$ cat src/rtl/seq_divider.sv
// seq_divider: radix-2 restoring divider, one quotient bit per clock, start/done handshake.
// Define DIV_SIGNED_EN for two's-complement operands; the default build is unsigned.
module seq_divider #(
  parameter int WIDTH = 8
) (
  input  logic             clk_i,
  input  logic             rst_i,
  input  logic             start_i,
  input  logic [WIDTH-1:0] dividend_i,
  input  logic [WIDTH-1:0] divisor_i,
  output logic             busy_o,
  output logic             done_o,
  output logic [WIDTH-1:0] quotient_o,
  output logic [WIDTH-1:0] remainder_o,
  output logic             div_by_zero_o
);
  typedef enum logic [1:0] {IDLE, CALC, FIX, DONE} state_t;
  localparam int CW = $clog2(WIDTH);
  state_t state;
  logic [CW-1:0] cnt;
  logic [WIDTH-1:0] dvd, dsr, rem, dvd_mag, dsr_mag;
  logic q_neg, r_neg, sd, ss;
  logic [WIDTH+1:0] diff;
`ifdef DIV_SIGNED_EN
  assign sd = dividend_i[WIDTH-1];
  assign ss = divisor_i[WIDTH-1];
`else
  assign sd = 1'b0;
  assign ss = 1'b0;
`endif
  assign dvd_mag = sd ? -dividend_i : dividend_i;
  assign dsr_mag = ss ? -divisor_i : divisor_i;
  // dvd shifts dividend bits out of the top while quotient bits enter at the bottom
  assign diff = {1'b0, rem, dvd[WIDTH-1]} - {2'b00, dsr};
  always_ff @(posedge clk_i or posedge rst_i) begin
    if (rst_i) begin
      state         <= IDLE;
      cnt           <= '0;
      dvd           <= '0;
      dsr           <= '0;
      rem           <= '0;
      q_neg         <= 1'b0;
      r_neg         <= 1'b0;
      busy_o        <= 1'b0;
      done_o        <= 1'b0;
      quotient_o    <= '0;
      remainder_o   <= '0;
      div_by_zero_o <= 1'b0;
    end else begin
      case (state)
        IDLE: begin
          done_o <= 1'b0;
          if (start_i && divisor_i == '0) begin
            state         <= DONE;
            busy_o        <= 1'b1;
            done_o        <= 1'b1;
            quotient_o    <= '1;
            remainder_o   <= dividend_i;
            div_by_zero_o <= 1'b1;
          end else if (start_i) begin
            state  <= CALC;
            busy_o <= 1'b1;
            cnt    <= CW'(WIDTH - 1);
            dvd    <= dvd_mag;
            dsr    <= dsr_mag;
            rem    <= '0;
            q_neg  <= sd ^ ss;
            r_neg  <= sd;
          end
        end
        CALC: begin
          rem   <= diff[WIDTH+1] ? {rem[WIDTH-2:0], dvd[WIDTH-1]} : diff[WIDTH-1:0];
          dvd   <= {dvd[WIDTH-2:0], ~diff[WIDTH+1]};
          cnt   <= cnt - 1'b1;
          state <= cnt == '0 ? FIX : CALC;
        end
        FIX: begin
          state         <= DONE;
          done_o        <= 1'b1;
          quotient_o    <= q_neg ? -dvd : dvd;
          remainder_o   <= r_neg ? -rem : rem;
          div_by_zero_o <= 1'b0;
        end
        DONE: begin
          state  <= IDLE;
          busy_o <= 1'b0;
          done_o <= 1'b0;
        end
      endcase
    end
  end
endmodule
$ cat config.mk
export PLATFORM = sky130hd
export DESIGN_NAME = seq_divider
export DESIGN_NICKNAME = d
export VERILOG_FILES = /design/src/rtl/seq_divider.sv
export SDC_FILE = /design/constraint.sdc
export NUM_CORES = 1
export LEC_CHECK = 0
export ABC_AREA = 1
export CORE_MARGIN = 1
export CORE_UTILIZATION = 49
export DETAILED_ROUTE_END_ITERATION = 10
export PLACE_DENSITY = 0.82
export SLEW_MARGIN = 20
export SYNTH_ARGS = -nofsm -noshare
export SYNTH_HDL_FRONTEND = slang
export SYNTH_SLANG_ARGS = --single-unit
$ cat constraint.sdc
create_clock -name clk_i -period 1.5 [get_ports clk_i]
set_input_delay 0.225 -clock clk_i [delete_from_list [all_inputs] [get_ports clk_i]]
set_output_delay 0.225 -clock clk_i [all_outputs]
set_load 0.01 [all_outputs]
==> results of run 1 <==
[worst paths after layout]
kind	slack, ns	end	startpoint
max in group asynchronous	1.00	quotient_o[4]	rst_i
setup reg to reg	-0.22	rem[3]	rem[2]
setup / recovery	-0.22	rem[3]	rem[2]
hold / removal	0.29	dvd[0]	rst_i
min in group clk_i	0.49	remainder_o[5]	remainder_o[5]
hold reg to reg	0.49	remainder_o[5]	remainder_o[5]
[flip-flops by register name, indices dropped and copies added, names as in the netlist]
name / count
busy_o: 1
cnt: 3
div_by_zero_o: 1
done_o: 1
dsr: 8
dvd: 8
quotient_o: 8
rem: 8
remainder_o: 8
state: 2
[logic make-up (layout without fill, tap and decap cells)]
group,after synthesis,count (layout),synth area share (%)
XOR/XNOR,2,2,0.684
AND/OR/NAND/NOR,162,163,27.9
flip-flops,48,48,46.9
adder cells (fa/ha/maj),11,11,5.66
AO/OA/AOI/OAI,42,42,11.2
buffers and inverters,44,140,7.18
multiplexers,1,1,0.439
[critical path, delay by kind of cell, from the launching register on]
kind | cells | cell delay (ns)
adder cells (fa/ha/maj) | 1 | 0.30
flip-flops | 1 | 0.47
buffers and inverters | 2 | 0.18
AND/OR/NAND/NOR | 7 | 0.65
[per-layer routing]
layer | vias up | global-route usage, % | wire length (um)
li1 | 1206 | - | -
met4 | 0 | 14.0 | 395
met1 | 1248 | 37.0 | 2990
met3 | 38 | 4.47 | 568
met2 | 141 | 47.5 | 3880
met5 | - | 0 | 0
[placed cells by master, fill, tap and decap left out]
cell / instances
bufinv_16: 2
nor2_2: 4
inv_2: 12
buf_12: 3
o211ai_1: 7
dfrtp_1: 48
o21ai_0: 12
nor3_2: 1
or2_4: 1
buf_6: 7
a21oi_1: 3
nand4_1: 9
o21ai_1: 1
nand2_4: 5
mux2_2: 1
nor2_1: 10
a22oi_1: 8
xor2_2: 1
o21a_1: 1
a21oi_2: 1
clkdlybuf4s50_1: 37
nand3_2: 9
buf_4: 48
xnor2_1: 1
ha_1: 2
nand2_1: 93
nand2_2: 15
nor2_4: 4
ha_4: 8
nand3_4: 2
a21oi_4: 2
inv_1: 26
o22a_1: 7
clkbuf_8: 5
or2_1: 1
fa_2: 1
nand3_1: 9
[synthesized netlist by cell type, drive strengths merged, types with 2 or more instances]
library cell,n,area [um^2]
o22a,7,61.3
inv,38,143
buf,6,41.3
nand4,9,56.3
o21ai,13,65.1
dfrtp,48,1200
o211ai,7,52.6
nand3,19,113
nand2,113,447
or2,2,12.5
a21oi,6,41.3
a22oi,8,60.1
ha,10,125
nor2,18,82.6
[power by group through the flow]
stage	logic (mW)	registers [mW]	clock network (mW)
6_report	7.04	2.46	1.09
5_1_grt	7.66	2.50	1.14
4_1_cts	6.39	2.41	1.08
3_5_place_dp	5.58	2.45	0
3_3_place_gp	5.36	2.41	0
2_1_floorplan	3.33	2.47	0
[through the flow]
| stage | total power [mW] | instance area [um^2] | setup TNS, ns | setup slack [ns] |
|---|---|---|---|---|
| detailed placement | 8.02 | 3480 | -10.23 | -0.300 |
| CTS | 9.88 | 3780 | -0.290 | -0.0754 |
| global placement | 7.77 | 3480 | -8.66 | -0.248 |
| floorplan | 5.80 | 2670 | 0 | 0.0000849 |
| finish | 10.6 | 3870 | -1.22 | -0.215 |
| global route | 11.3 | 3870 | -1.80 | -0.257 |
[area by class of cell]
| class | count | area (um^2) | share of cell area, % |
|---|---|---|---|
| clock buffer | 5 | 68.8 | 1.78 |
| multi-input combinational | 219 | 1450 | 37.3 |
| clock inverter | 2 | 60.1 | 1.55 |
| inverter | 38 | 143 | 3.68 |
| timing repair buffer | 95 | 870 | 22.5 |
| sequential | 48 | 1200 | 31.0 |
| tap | 67 | 83.8 | 2.17 |
[repair_timing]
item | 4_1_cts | 5_1_grt
setup endpoints to repair | 20 | 33
cloned | 1 | 0
gates resized for setup | 30 | 17
setup buffers | 7 | 3
pin swaps | 12 | 13
==> results.cfg, run 1 <==
[logic_synthesis]
syn-num-nets = 340
synth_edf_count = 0
synth_ff_type = dfrtp_1
synthArstFlopShare_pct = 100
netlist_area_mm2 = 0.00256
synth-seq-area-share_pct = 46.9
avgSynthCellArea_um2 = 8.27
synth_cells = 310
synth-seq-cells = 48
ys.warnings.count = 0
ys_types = 32

[placement]
dpl.cell_count = 456
gp_congestion = 0.821
portBuffers = 37
place_hpwl_mm = 4.87

[timing]
fin_crit_sh_pct = 114
hold_violations = 0
slew_viol_final = 0
setup_viol = 9
setup_slack_ns = -0.215
holdWs_ns = 0.295
max_freq_ghz = 0.583
final.min_clock_period_ns = 1.72
grt_setup_unrepaired = yes
relSlewSlack_pct = 82.1
worstMarginPinSlew_ns = 0.269
skew_ns = 0.00182

[detailed_routing]
routed_wl_mm = 7.84
wire_per_inst_um = 16.5
drt_iter0_drc = 229
vias = 2633
drc = 0
firstDrtPassIters = 6
viasPerCell = 5.55
drtAntennaViolNets = 0

[worst_setup_path]
worst-setup-path-type = reg -> reg
slowest_delay_ns = 0.47
cp_slowest_cell = dfrtp_1
cp.required_ns = 1.69
cp_cell_sequence = ha_4 -> nand2_4 -> inv_1 -> nand2_2 -> nand2_2 -> nand2_4 -> buf_6 -> nand4_1 -> nand3_1 -> nand2_1
end_kind = flop
worst-path-max-fanout = 4
r2r_cells = 10
worstSetupStartpointType = flop
worstPathArrival_ns = 1.91

[clock_tree]
cts_tree = done
cts_buffer_depth = 2
numClockSinks = 48
ctsHoldBuffers = 0
clk_pin_slew_ns = 0.09
htreeDepth = 2
cts_buffers = 5
root_buffer = clkbuf_8
clock_latency_ns = 0.30

[global_routing]
grt_pass1_wl_mm = 11.7
grt_max_degree = 49
grtUsageTotal_pct = 28.7
antenna_found_initial = 0
grt_pass1_vias = 2508
overflow = 0

[layout]
final.fill_count = 301
fin_util_pct = 79.3
layout-drive-gt1-share_pct = 32.4
diodes = 0
area_delta_synth_final_pct = 51.1
instances_no_fill = 474
finalNetCount = 437

[status]
status = finished with violations
failed_checks = setup timing

[floorplan]
pin_count = 38
fp-row-count = 25
die_h_um = 74.3
core_area_mm2 = 0.00488
start_util_pct = 52.5
fp.dieArea_mm2 = 0.00552
die_w_um = 74.3

[power_and_ir_drop]
p_leak_nw = 1.86
share_comb_of_total_power_pct = 66.5
peakVddDrop_uv = 1580
p_seq_share_pct = 23.2
switching_share_pct = 43.7
p_clk_share_pct = 10.3
cell_internal_pwr_mw = 5.96
power_density_mw_per_mm2 = 2730
p_switching_mw = 4.63

[run]
max_cap_viol_count = 0

[worst_hold_path]
hold_class = in -> async
Power figures use the tool's default switching activity.
==> run 2, diff against run 1 <==
--- a/config.mk
+++ b/config.mk
@@ -7,9 +7,9 @@
 export LEC_CHECK = 0
 export ABC_AREA = 1
 export CORE_MARGIN = 1
-export CORE_UTILIZATION = 49
+export CORE_UTILIZATION = 50
 export DETAILED_ROUTE_END_ITERATION = 10
-export PLACE_DENSITY = 0.82
+export PLACE_DENSITY = 0.81
 export SLEW_MARGIN = 20
 export SYNTH_ARGS = -nofsm -noshare
 export SYNTH_HDL_FRONTEND = slang
==> constraint.sdc (replaced) <==
create_clock -name clk_i -period 2.2 [get_ports clk_i]
set_input_delay 0.33 -clock clk_i [delete_from_list [all_inputs] [get_ports clk_i]]
set_output_delay 0.33 -clock clk_i [all_outputs]
set_load 0.01 [all_outputs]
==> results.cfg, run 2 (same netlist as run 1, synthesis figures left out) <==
[status]
status = completed

[clock_tree]
post-cts-setup-buffer-count = 0
clk_pin_slew_ns = 0.08
clock_latency_ns = 0.30
numClockSinks = 48
cts_tree = done
cts_buffers = 5
htreeDepth = 2
root_buffer = clkbuf_8
cts_buffer_depth = 2
ctsResizeCount = 0
ctsHoldBuffers = 0

[timing]
skew_ns = 0.00519
relSlewSlack_pct = 69.1
slew_viol_final = 0
final.min_clock_period_ns = 1.84
setup_viol = 0
max_freq_ghz = 0.543
worstMarginPinSlew_ns = 0.463
grt_setup_unrepaired = no
setup_tns_ns = 0
fin_crit_sh_pct = 83.7
hold_violations = 0

[worst_setup_path]
startpoint = rem[4]
r2r-end = rem[7]
cp.required_ns = 2.39
worst-path-max-fanout = 9
r2r-start = rem[4]
timing.reg2reg.setup_slack_ns = 0.36
r2r_cells = 8
worst-setup-path-type = reg -> reg
end_kind = flop
worstSetupStartpointType = flop
worstPathArrival_ns = 2.03
crit_end = rem[7]

[layout]
diodes = 0
area_delta_synth_final_pct = 23.1
layout-drive-gt1-share_pct = 8.22
final.fill_count = 440
layout_commonest_cell = nand2_1
finalNetCount = 383
instances_no_fill = 420
final_cell_mix = nand2_1 (108), dfrtp_1 (48), clkdlybuf4s50_1 (37)

[detailed_routing]
routed_wl_mm = 5.72
drc = 0
vias = 2207
drtAntennaViolNets = 0
wire_per_inst_um = 13.6
drt_iter0_drc = 149
firstDrtPassIters = 4
viasPerCell = 5.25

[floorplan]
pin_count = 38
core_area_mm2 = 0.00482
fp-row-count = 25
die_h_um = 73.6
fp.dieArea_mm2 = 0.00542
die_w_um = 73.6
start_util_pct = 53.2

[power_and_ir_drop]
power_density_mw_per_mm2 = 1680
p_leak_nw = 1.54
peakVddDrop_uv = 916

[global_routing]
grt_pass1_wl_mm = 9.52
grt_max_degree = 28
grt_pass1_vias = 2004
grtUsageTotal_pct = 23.6
antenna_found_initial = 0
overflow = 0

[run]
max_cap_viol_count = 0

[placement]
place_hpwl_mm = 4.32
gp_congestion = 0.850
dpl.cell_count = 413
portBuffers = 37

[worst_hold_path]
hold_class = in -> async
## run 2: changes by cell type in the layout (fill, tap and decap cells not counted), sizes merged
cell | before | now
buf | 58 | 5
nand3 | 20 | 19
## run 2: report_power, final
| group | leakage [nW] | internal, mW | total [mW] | switching (mW) |
|---|---|---|---|---|
| sequential | 0.579 | 1.33 | 1.62 | 0.290 |
| combinational | 0.897 | 1.26 | 2.95 | 1.69 |
| clock | 0.0642 | 0.447 | 0.728 | 0.281 |
| total | 1.54 | 3.04 | 5.30 | 2.26 |
## run 2: final cells by class
type / instances / area (um^2) / share of cell area, %
Timing Repair Buffer: 42 / 420 / 13.3
Inverter: 38 / 143 / 4.52
Tap cell: 67 / 83.8 / 2.66
Multi-Input combinational cell: 218 / 1180 / 37.3
Sequential cell: 48 / 1200 / 38.1
Clock inverter: 2 / 60.1 / 1.90
Clock buffer: 5 / 68.8 / 2.18
## run 2: critical path: stages (launching register included)
cell     delay (ns)
dfrtp_1        0.41
ha_1           0.37
nand2_1        0.14
nor2_2         0.19
nand3_2        0.20
nand3_4        0.22
nand3_1        0.09
nand2_1        0.07
nand2_1        0.04
## run 2: metrics by stage
step	util [%]	power (mW)	setup slack [ns]	instance area (um^2)	hold slack (ns)
after floorplan	-	3.68	0.604	2560	0.449
after global placement	62.8	4.48	0.262	3030	0.464
after detailed placement	62.8	4.58	0.224	3030	0.476
after CTS	65.5	5.33	0.372	3150	0.361
after global routing	65.5	5.78	0.228	3150	0.384
final	65.5	5.30	0.360	3150	0.353
## run 2: worst min path at each step
stage / depth (start not counted) / startpoint / endpoint / slack (ns)
3_5_place_dp: 2 / dvd[7] / dvd[7] / 0.48
4_1_cts: 2 / rst_i / dvd[4] / 0.36
2_1_floorplan: 2 / dvd[7] / dvd[7] / 0.45
3_3_place_gp: 2 / dvd[7] / dvd[7] / 0.46
6_report: 2 / rst_i / quotient_o[3] / 0.35
5_1_grt: 2 / rst_i / dvd[4] / 0.38
## run 2: routing by layer
layer  vias up  share of wire, %  track usage [%]  routed length (um)
li1       1097                 -                -                   -
met2        81                47             37.2                2710
met1      1018                45             33.1                2580
met5         -                 0                0                   0
met4         0               1.8             6.84                 103
met3        11               5.8             4.39                 331
==> run 3, diff against run 2 <==
--- a/config.mk
+++ b/config.mk
@@ -7,9 +7,9 @@
 export LEC_CHECK = 0
 export ABC_AREA = 1
 export CORE_MARGIN = 1
-export CORE_UTILIZATION = 50
+export CORE_UTILIZATION = 49
 export DETAILED_ROUTE_END_ITERATION = 10
-export PLACE_DENSITY = 0.81
+export PLACE_DENSITY = 0.82
 export SLEW_MARGIN = 20
 export SYNTH_ARGS = -nofsm -noshare
 export SYNTH_HDL_FRONTEND = slang
==> constraint.sdc (replaced) <==
create_clock -name clk_i -period 1.6 [get_ports clk_i]
set_input_delay 0.24 -clock clk_i [delete_from_list [all_inputs] [get_ports clk_i]]
set_output_delay 0.24 -clock clk_i [all_outputs]
set_load 0.01 [all_outputs]
==> results.cfg, run 3 (same netlist as run 1, synthesis figures left out) <==
[placement]
portBuffers = 37
place_hpwl_mm = 4.62
gp_congestion = 0.882

[floorplan]
fp-row-count = 25
die_w_um = 74.3
start_util_pct = 52.5
fp.dieArea_mm2 = 0.00552
core_area_mm2 = 0.00488
die_h_um = 74.3
pin_count = 38

[worst_setup_path]
worst-path-max-fanout = 4
worstPathArrival_ns = 1.81
r2r_cells = 9
r2r-end = rem[2]
worst-setup-path-type = reg -> reg
end_kind = flop
worstSetupStartpointType = flop
timing.reg2reg.setup_slack_ns = -0.009
r2r-start = dsr[6]
cp.required_ns = 1.80

[detailed_routing]
routed_wl_mm = 6.67
drtAntennaViolNets = 0
wire_per_inst_um = 14.7
firstDrtPassIters = 4
vias = 2420
drc = 0
drt_iter0_drc = 167
viasPerCell = 5.32

[clock_tree]
cts_tree = done
root_buffer = clkbuf_8
clock_latency_ns = 0.31
cts_buffers = 5
htreeDepth = 2
ctsHoldBuffers = 0
clk_pin_slew_ns = 0.09
cts_buffer_depth = 2
numClockSinks = 48

[global_routing]
grt_max_degree = 19
overflow = 0
grt_pass1_vias = 2364
grt_pass1_wl_mm = 10.7
grtUsageTotal_pct = 25.5
antenna_found_initial = 0

[timing]
final.min_clock_period_ns = 1.61
setup_viol = 4
worstMarginPinSlew_ns = 0.293
grt_setup_unrepaired = yes
skew_ns = 0.00252
fin_crit_sh_pct = 101
slew_viol_final = 0
relSlewSlack_pct = 80.5
setup_slack_ns = -0.00883
max_freq_ghz = 0.622
hold_violations = 0
setup_tns_ns = -0.0231

[power_and_ir_drop]
peakVddDrop_uv = 1190
p_leak_nw = 1.74
totalPowerFinal_mw = 8.77
power_density_mw_per_mm2 = 2420

[status]
status = finished with violations
failed_checks = setup timing

[layout]
layout-drive-gt1-share_pct = 24.2
diodes = 0
fin_util_pct = 74.3
finalNetCount = 417
layout_commonest_cell = nand2_1
final_cell_mix = nand2_1 (100), dfrtp_1 (47), clkdlybuf4s50_1 (37)
area_delta_synth_final_pct = 41.5

[run]
max_cap_viol_count = 0

[worst_hold_path]
hold_class = in -> async
## run 3: stage by stage
step / area, um^2 / cells / hold WS [ns] / worst slack [ns]
3_5_place_dp: 3270 / 441 / 0.480 / -0.214
3_3_place_gp: 3270 / 441 / 0.465 / -0.151
4_1_cts: 3480 / 450 / 0.186 / -0.0234
2_1_floorplan: 2560 / 310 / 0.361 / 0.00423
6_report: 3620 / 455 / 0.182 / -0.00883
5_1_grt: 3620 / 455 / 0.212 / -0.109
## run 3: timing repair
item                                    CTS  global route
cloned                                    0             1
endpoints found under the setup margin    9            17
buffers inserted                          1             4
resized for setup                        13            29
pin swaps                                 7            16
## run 3: worst max-delay path, cell delays in order (launching register included)
cell     delay (ns)
dfrtp_1        0.39
inv_2          0.08
ha_4           0.21
nand2_2        0.06
nand2_2        0.08
a21oi_4        0.27
buf_6          0.15
nand4_1        0.09
nand3_1        0.11
nand2_1        0.06
## run 3: worst max path at each step
stage	from	to	slack [ns]	depth (start not counted)
2_1_floorplan	rem[2]	rem[7]	0.004	8
3_3_place_gp	divisor_i[2]	div_by_zero_o	-0.15	9
3_5_place_dp	divisor_i[2]	div_by_zero_o	-0.21	9
4_1_cts	dsr[0]	rem[6]	-0.02	10
5_1_grt	dsr[1]	rem[3]	-0.11	9
6_report	dsr[6]	rem[2]	-0.009	9
## run 3: layout make-up
type                            instances  area, um^2
Fill cell                             353        1250
Sequential cell                        48        1200
Tap cell                               67        83.8
Clock buffer                            5        68.8
Timing Repair Buffer                   75         721
Clock inverter                          3        46.3
Inverter                               38         143
Multi-Input combinational cell        219        1360
## run 3: power by group
part / internal [mW] / switching [mW] / total (mW)
combinational: 2.64 / 2.94 / 5.58
sequential: 1.84 / 0.440 / 2.28
clock: 0.471 / 0.436 / 0.907
## run 3: per-layer routing
metal / global-route usage [%] / vias to the layer above / routed length (um)
li1: - / 1172 / -
met1: 34.5 / 1152 / 2880
met2: 41.7 / 76 / 3320
met3: 4.20 / 20 / 289
met4: 8.81 / 0 / 179
met5: 0 / - / 0
